**config.mk**
```make
export PLATFORM = sky130hd
export DESIGN_NAME = dmem_port_arbiter
export DESIGN_NICKNAME = d
export VERILOG_FILES = /design/src/rtl/dmem_port_arbiter.sv
export SDC_FILE = /design/constraint.sdc
export NUM_CORES = 1
export LEC_CHECK = 0
export ABC_CLOCK_PERIOD_IN_PS = 6150
export CAP_MARGIN = 10
export CORE_AREA = 2 2 104 106
export DETAILED_ROUTE_END_ITERATION = 12
export DIE_AREA = 0 0 106 108
export RECOVER_POWER = 100
export SLEW_MARGIN = 20
export SYNTH_ARGS = -nofsm -noshare
export SYNTH_HDL_FRONTEND = slang
export SYNTH_SLANG_ARGS = --single-unit
```
**constraint.sdc**
```tcl
create_clock -name clk -period 6.15 [get_ports clk]
set_clock_uncertainty 0.2 [all_clocks]
set_input_delay 1.23 -clock clk [delete_from_list [all_inputs] [get_ports clk]]
set_output_delay 1.23 -clock clk [all_outputs]
set_load 0.005 [all_outputs]
```
**src/rtl/dmem_port_arbiter.sv**
```systemverilog
// Arbitrates the single data-memory port between the CPU MEM stage and a DMA requester.
// Optional per-side activity counters are compiled in when ARB_STATS_EN is defined.
module dmem_port_arbiter #(
  parameter int STARVE_LIMIT = 8,
  parameter int MAX_BURST    = 4,
  parameter int CNT_W        = 4
) (
  input  logic        clk,
  input  logic        reset,
  input  logic        cpu_mem_read,
  input  logic        cpu_mem_write,
  input  logic [31:0] cpu_addr,
  input  logic [31:0] cpu_wdata,
  output logic        cpu_stall,
  input  logic        dma_req,
  input  logic        dma_we,
  input  logic        dma_lock,
  input  logic [31:0] dma_addr,
  input  logic [31:0] dma_wdata,
  output logic        dma_gnt,
  output logic        dma_rvalid,
  output logic [31:0] dma_rdata,
  output logic [31:0] mem_addr,
  output logic [31:0] mem_wdata,
  output logic        mem_read,
  output logic        mem_write,
  input  logic [31:0] mem_rdata
`ifdef ARB_STATS_EN
  ,
  output logic [15:0] stat_dma_beats,
  output logic [15:0] stat_cpu_stalls
`endif
);

  typedef enum logic [1:0] {
    IDLE     = 2'd0,
    BURST    = 2'd1,
    COOLDOWN = 2'd2
  } state_t;

  localparam logic [CNT_W-1:0] STARVE_MAX = CNT_W'(STARVE_LIMIT);
  localparam logic [CNT_W-1:0] BURST_MAX  = CNT_W'(MAX_BURST);

  state_t           state_reg;
  logic [CNT_W-1:0] starve_cnt_reg;
  logic [CNT_W-1:0] burst_cnt_reg;
  logic [CNT_W-1:0] burst_cnt_next;
  logic             dma_rvalid_reg;
  logic             cpu_req;
  logic             starved;
  logic             dma_sel;

  always_comb begin
    cpu_req        = cpu_mem_read | cpu_mem_write;
    starved        = (starve_cnt_reg == STARVE_MAX);
    burst_cnt_next = burst_cnt_reg + 1'b1;
    // Cooldown always beats starvation so the CPU is guaranteed its cycle.
    dma_sel = dma_req & (~cpu_req | (state_reg == BURST) | starved)
                      & ~((state_reg == COOLDOWN) & cpu_req);
  end

  always_comb begin
    mem_addr  = 32'd0;
    mem_wdata = 32'd0;
    mem_read  = 1'b0;
    mem_write = 1'b0;
    if (dma_sel) begin
      mem_addr  = dma_addr;
      mem_wdata = dma_wdata;
      mem_read  = ~dma_we;
      mem_write = dma_we;
    end else if (cpu_req) begin
      mem_addr  = cpu_addr;
      mem_wdata = cpu_wdata;
      mem_read  = cpu_mem_read;
      mem_write = cpu_mem_write;
    end
  end

  assign dma_gnt    = dma_sel;
  assign cpu_stall  = cpu_req & dma_sel;
  assign dma_rvalid = dma_rvalid_reg;
  assign dma_rdata  = mem_rdata;

  always_ff @(posedge clk or negedge reset) begin
    if (!reset) begin
      state_reg      <= IDLE;
      starve_cnt_reg <= '0;
      burst_cnt_reg  <= '0;
      dma_rvalid_reg <= 1'b0;
    end else begin
      dma_rvalid_reg <= dma_sel & ~dma_we;

      if (dma_sel || !dma_req) begin
        starve_cnt_reg <= '0;
      end else if (!starved) begin
        starve_cnt_reg <= starve_cnt_reg + 1'b1;
      end

      case (state_reg)
        IDLE: begin
          if (dma_sel && dma_lock) begin
            state_reg     <= BURST;
            burst_cnt_reg <= CNT_W'(1);
          end
        end
        BURST: begin
          // In BURST every requested beat is granted, so dma_req alone marks a beat.
          if (!dma_req) begin
            state_reg     <= IDLE;
            burst_cnt_reg <= '0;
          end else if (burst_cnt_next >= BURST_MAX) begin
            state_reg     <= COOLDOWN;
            burst_cnt_reg <= '0;
          end else if (!dma_lock) begin
            state_reg     <= IDLE;
            burst_cnt_reg <= '0;
          end else begin
            burst_cnt_reg <= burst_cnt_next;
          end
        end
        COOLDOWN: begin
          state_reg     <= IDLE;
          burst_cnt_reg <= '0;
        end
        default: begin
          state_reg     <= IDLE;
          burst_cnt_reg <= '0;
        end
      endcase
    end
  end

`ifdef ARB_STATS_EN
  logic [15:0] stat_beats_reg;
  logic [15:0] stat_stalls_reg;

  always_ff @(posedge clk or negedge reset) begin
    if (!reset) begin
      stat_beats_reg  <= 16'd0;
      stat_stalls_reg <= 16'd0;
    end else begin
      if (dma_sel && (stat_beats_reg != 16'hFFFF)) begin
        stat_beats_reg <= stat_beats_reg + 16'd1;
      end
      if (cpu_stall && (stat_stalls_reg != 16'hFFFF)) begin
        stat_stalls_reg <= stat_stalls_reg + 16'd1;
      end
    end
  end

  assign stat_dma_beats  = stat_beats_reg;
  assign stat_cpu_stalls = stat_stalls_reg;
`endif

endmodule

```
# ---- Word level (Yosys, flattened, before mapping)
# Cells that the tools add are included.
dict set report op_classes {
  n_addsub 2
  magnitude_cmp 1
  eq_ne 6
  muxes 20
  bitwise 11
  n_reduce_logical 5
}
# cell count
set op_table {}
lappend op_table {{$mux W32} 4}
lappend op_table {{$mux W4} 6}
lappend op_table {{$add A4 B1 Y4 const B} 2}
lappend op_table {{$mux W2} 4}
lappend op_table {{$pmux W4 S2} 1}
lappend op_table {{$and A1 B1 Y1} 5}
lappend op_table {{$eq A4 B4 Y1 const B} 1}
lappend op_table {{$ge A4 B3 Y1 const B} 1}
lappend op_table {{$mux W1} 4}
lappend op_table {{$ne A4 B3 Y1 const B} 1}
lappend op_table {{$pmux W2 S2} 1}
lappend op_table {{$not A1 Y1} 3}
lappend op_table {{$or A1 B1 Y1} 3}
lappend op_table {{$eq A2 B1 Y1 const B} 1}
lappend op_table {{$eq A2 B2 Y1 const B} 1}
lappend op_table {{$logic_not A2 Y1} 1}
lappend op_table {{$ne A2 B1 Y1 const B} 1}
lappend op_table {{$ne A2 B2 Y1 const B} 1}
lappend op_table {{$reduce_and A2 Y1} 1}
lappend op_table {{$logic_and A1 B1 Y1} 1}
lappend op_table {{$logic_not A1 Y1} 1}
lappend op_table {{$logic_or A1 B1 Y1} 1}
dict set report totals {
  ff_bits 11
  input_bits 167
  output_inout_bits 101
  wordCells 49
}

# ---- Depth between registers and ports, before layout
dict set report logic_depth {
  word_depth 9
  depth_mapped 8
}

# ---- Worst setup path before layout
# No wires, ideal clock.
dict set report synth_timing {
  path_kind {input port to output port}
  from {input port cpu_mem_read}
  to {output port mem_addr[22]}
  t_arrival_ns 2.321
  t_required_ns 4.720
  path_slack_ns 2.399
  cell_stages 4
  path_buffers 1
  cell_sequence {nor2_1 -> o21a_1 -> clkbuf_1 -> a22o_1}
}
dict set report synth_via {
  elab_chain_len 7
}
# item line
set synth_rtl {}
lappend synth_rtl {{start, declared} 10} ;# input logic cpu_mem_read,
lappend synth_rtl {{$or A1 B1 Y1 *} 54} ;# cpu_req = cpu_mem_read | cpu_mem_write;
lappend synth_rtl {{$not A1 Y1} 58} ;# dma_sel = dma_req & (~cpu_req | (state_reg == BURST) | starved)
lappend synth_rtl {{$or A1 B1 Y1 (2 in a row)} 58}
lappend synth_rtl {{$and A1 B1 Y1} 58}
lappend synth_rtl {{$and A1 B1 Y1 *} 59} ;# & ~((state_reg == COOLDOWN) & cpu_req);
lappend synth_rtl {{net dma_gnt} 20} ;# output logic dma_gnt,
lappend synth_rtl {{$mux W32 *} 67} ;# if (dma_sel) begin
lappend synth_rtl {{end, declared} 23} ;# output logic [31:0] mem_addr,
# Mark *: on every way through the listed nets, which the timed path passes. The rest lies on a longest branch.

# ---- Final worst setup path
dict set report layout_timing {
  from {input port cpu_mem_read}
  to {output port mem_addr[20]}
}
dict set report layout_via {
  elab_chain_len 7
}
# item line
set layout_rtl {}
lappend layout_rtl {{$or A1 B1 Y1 *} 54}
lappend layout_rtl {{$not A1 Y1} 58}
lappend layout_rtl {{$or A1 B1 Y1 (2 in a row)} 58}
lappend layout_rtl {{$and A1 B1 Y1} 58}
lappend layout_rtl {{$and A1 B1 Y1} 59}
lappend layout_rtl {{$mux W32 *} 67}
# Mark *: on every way between the ends. The rest lies on a longest branch, timed or not.

==> results_dict.tcl <==
set metrics [dict create \
    status "completed" \
    power.share.sequential_pct 21.2 \
    postSynthCellCount 173 \
    insertedDiodeCount 0 \
    grtUsageMet3_pct 3.32 \
    grt_pass1_vias 2050 \
    fp-row-count 37 \
    post-cts-setup-buffers 0 \
    pin_count 268 \
    synth_area_um2 1530 \
    worst_ep_arrival_time_ps 3950 \
    worst_ir_drop_on_vdd_v 0.0000661 \
    cpPeakStageDelay_ps 580 \
    cp_data_required_time_ps 4720 \
    pin_count_of_the_biggest_net_entering_global_routing 65 \
    highest_net_fanout_along_the_worst_path 34 \
    layout_common_cells "sky130_fd_sc_hd__clkdlybuf4s50_1, sky130_fd_sc_hd__dlygate4sd3_1, sky130_fd_sc_hd__a22o_1" \
    drc 0 \
    global_routing_met2_resource_utilization_pct 22.2 \
    number_of_slew_limit_violations_in_the_final_report 0 \
    die-area_um2 11400 \
    average_via_count_per_standard_cell 4.38 \
    crit_slowest_cell "sky130_fd_sc_hd__dlygate4sd3_1" \
    via_count 2076 \
    area_delta_synth_final_pct 126 \
    dp_worst_setup_slack_ps 1260 \
    final_net_count 509 \
    cts_repair_resize_count 0 \
    setup_violations 0 \
    routed_wire_length_per_instance_um 16.5 \
    numClockSinks 11 \
    globalRouteTotalUtil_pct 11.9 \
    gr-max-usage-layer "met2" \
    grt_setup_unrepaired "no" \
    switching_share_pct 26.6 \
    floorplan.initialDensity_pct 15.0 \
    route.antenna.remaining_nets 0 \
    worst_hold_path_type "flop to flop" \
    cts-root-buf "sky130_fd_sc_hd__clkbuf_8" \
    drt_pre_antenna_iters 4 \
    critPathBufInv 3 \
    cts_made_buffers 3 \
    p_int_mw 0.280 \
    share_comb_of_total_power_pct 60.5 \
    start_kind "input pin" \
    number_of_antenna_violations_at_the_first_check_in_global_routing 0 \
    final_common_cell "sky130_fd_sc_hd__clkdlybuf4s50_1" \
    drive_gt1_share_pct 2.96 \
    switchingPower_mw 0.102 \
    report.final.hold_viol_count 0 \
    post-route-min-period_ps 5380 \
    dpl.hpwl_um 6580 \
    power.share.clock_pct 18.3 \
    max_slew_margin_pct 53.6 \
    clock_tree.htree_level_count 1 \
    critical_path.endpoint_type "output pin" \
    layoutNonFillerInstCount 474 \
    synthesis.yosys.warnings 0 \
    postLayoutSetupSlackWorst_ps 774 \
    cts_buffer_depth 2 \
    crit_family "buffers and inverters" \
    placement.io_buffers 203 \
    quantity_of_hold_fixing_buffers_added_after_cts 0 \
    synth.distinct_cells 33 \
    yosysSeqAreaShare_pct 18.0 \
    clk_transition_reported_paths_ps 50 \
    cpMostUsedCell "sky130_fd_sc_hd__dlygate4sd3_1" \
    worstMarginPinSlew_ps 695 \
    max_freq_mhz 186 \
    finalSetupTns_ps 0 \
    final_core_utilization_pct 33.8 \
    cellLeakagePower_nw 1.49 \
    timing.setup.critical_path_class "input pin to output pin" \
    clk-insertion-delay-late_ps 230 \
    first_pass_grt_wire_length_um 10900 \
    gp_congestion 0.780 \
    powerDensity_nw_per_um2 111 \
    yosys.area.top_type "sky130_fd_sc_hd__a22o_1" \
    gr_met1_demand_resource_pct 14.0 \
    design.core.area_um2 10200 \
    crit_chain "dlygate4sd3_1 > nor2_1 > o21a_2 > clkbuf_2 > a22o_1 > dlygate4sd3_1" \
    die_h_um 108 \
    grt_remaining_overflow 0 \
    finalWirelength_um 7820 \
    detail_route.iter0.violations 87 \
    final_min_period_over_clock_period_pct 87.4 \
    total_power_mw 0.382 \
    avgSynthCellArea_um2 8.85 \
    synth_fp_nets 343 \
    clock_tree_from_tritoncts "yes" \
    synth.top_cells.by_area "sky130_fd_sc_hd__a22o_1, sky130_fd_sc_hd__dfrtp_1, sky130_fd_sc_hd__buf_4, sky130_fd_sc_hd__buf_6, sky130_fd_sc_hd__ha_1" \
    drv.max_cap_violation_count 0 \
    synth.top_cell.area_share_pct 37.8 \
    numPlacedInstances 470 \
    die_span_x_um 106 \
    ys_seq_elements 11 \
]
==> stage by stage <==
| stage | instance area [um2] | hold slack [ps] |
|---|---|---|
| final | 3450 | 325 |
| after global routing | 3450 | 361 |
| after CTS | 3460 | 325 |
| after detailed placement | 3410 | 320 |
| after global placement | 3410 | 310 |
| after floorplan | 1530 | 287 |
==> Yosys cell counts <==
master                      number
sky130_fd_sc_hd__nand3b_1        2
sky130_fd_sc_hd__inv_1           7
sky130_fd_sc_hd__o2bb2ai_1       1
sky130_fd_sc_hd__nand2b_1        1
sky130_fd_sc_hd__a21bo_2         1
sky130_fd_sc_hd__nor4_1          3
sky130_fd_sc_hd__buf_4          32
sky130_fd_sc_hd__nand2_1         5
sky130_fd_sc_hd__o21ai_0         1
sky130_fd_sc_hd__mux2i_1         1
sky130_fd_sc_hd__a21oi_1         2
sky130_fd_sc_hd__nor2_1          5
sky130_fd_sc_hd__nand3_1         2
sky130_fd_sc_hd__and3_1          3
sky130_fd_sc_hd__nor3_1          2
sky130_fd_sc_hd__a41o_1          1
sky130_fd_sc_hd__buf_2           6
sky130_fd_sc_hd__nand4_1         1
sky130_fd_sc_hd__o211ai_1        1
sky130_fd_sc_hd__xor2_1          1
sky130_fd_sc_hd__maj3_2          1
sky130_fd_sc_hd__a22o_1         66
sky130_fd_sc_hd__clkbuf_1        1
sky130_fd_sc_hd__o21a_1          1
sky130_fd_sc_hd__xnor2_1         1
sky130_fd_sc_hd__dfrtp_1        11
sky130_fd_sc_hd__and3b_1         1
sky130_fd_sc_hd__buf_6           6
sky130_fd_sc_hd__maj3_1          1
sky130_fd_sc_hd__ha_1            3
sky130_fd_sc_hd__a2111oi_0       1
sky130_fd_sc_hd__a21oi_4         1
sky130_fd_sc_hd__o31ai_1         1
==> power groups by stage <==
stage	combinational (mW)	sequential [mW]	clock, mW
5_1_grt	0.249	0.0817	0.0769
4_1_cts	0.250	0.0810	0.0727
3_5_place_dp	0.249	0.0820	0
6_report	0.231	0.0810	0.0701
3_3_place_gp	0.248	0.0818	0
2_1_floorplan	0.0915	0.0812	0
==> path summary, 6_finish.rpt <==
check                                  start           endpoint  slack (ps)  cells after the start
max                             cpu_mem_read       mem_addr[20]         770                      6
min                         burst_cnt_reg[0]   burst_cnt_reg[0]         330                      1
max reg2reg                starve_cnt_reg[0]  starve_cnt_reg[1]        4160                      5
min reg2reg                 burst_cnt_reg[0]   burst_cnt_reg[0]         330                      1
max in group asynchronous              reset   burst_cnt_reg[1]        4200                      1
min in group asynchronous              reset  starve_cnt_reg[3]        1210                      1
==> final cells by class <==
class / count / area (um2)
tap: 136 / 170
inverter: 7 / 26.3
fill: 1066 / 6780
sequential: 11 / 275
multi-input combinational: 110 / 888
clock buffer: 4 / 45.0
timing repair buffer: 206 / 2050
==> cell families (layout without fill, tap and decap cells) <==
family	Yosys count	count (layout)	share of synthesized area, %
XOR/XNOR	2	2	1.14
multiplexers	1	1	0.654
AO/OA/AOI/OAI	77	77	43.7
flip-flops	11	11	18.0
adder cells (fa/ha/maj)	5	5	3.84
buffers and inverters	52	217	24.0
AND/OR/NAND/NOR	25	25	8.59
==> worst register-to-register path, cell delays in order, from the launching register on <==
cell                        delay, ps
sky130_fd_sc_hd__dfrtp_1          370
sky130_fd_sc_hd__inv_1             90
sky130_fd_sc_hd__ha_1             230
sky130_fd_sc_hd__and3b_1          250
sky130_fd_sc_hd__maj3_2           400
sky130_fd_sc_hd__a2111oi_0        320
==> per-layer routing <==
layer / wire length [um] / part of all wire [%]
met2: 4030 / 51
met5: 0 / 0
met1: 2870 / 37
met4: 105 / 1.3
met3: 814 / 10
No activity file was read; power rests on OpenSTA's default activity.
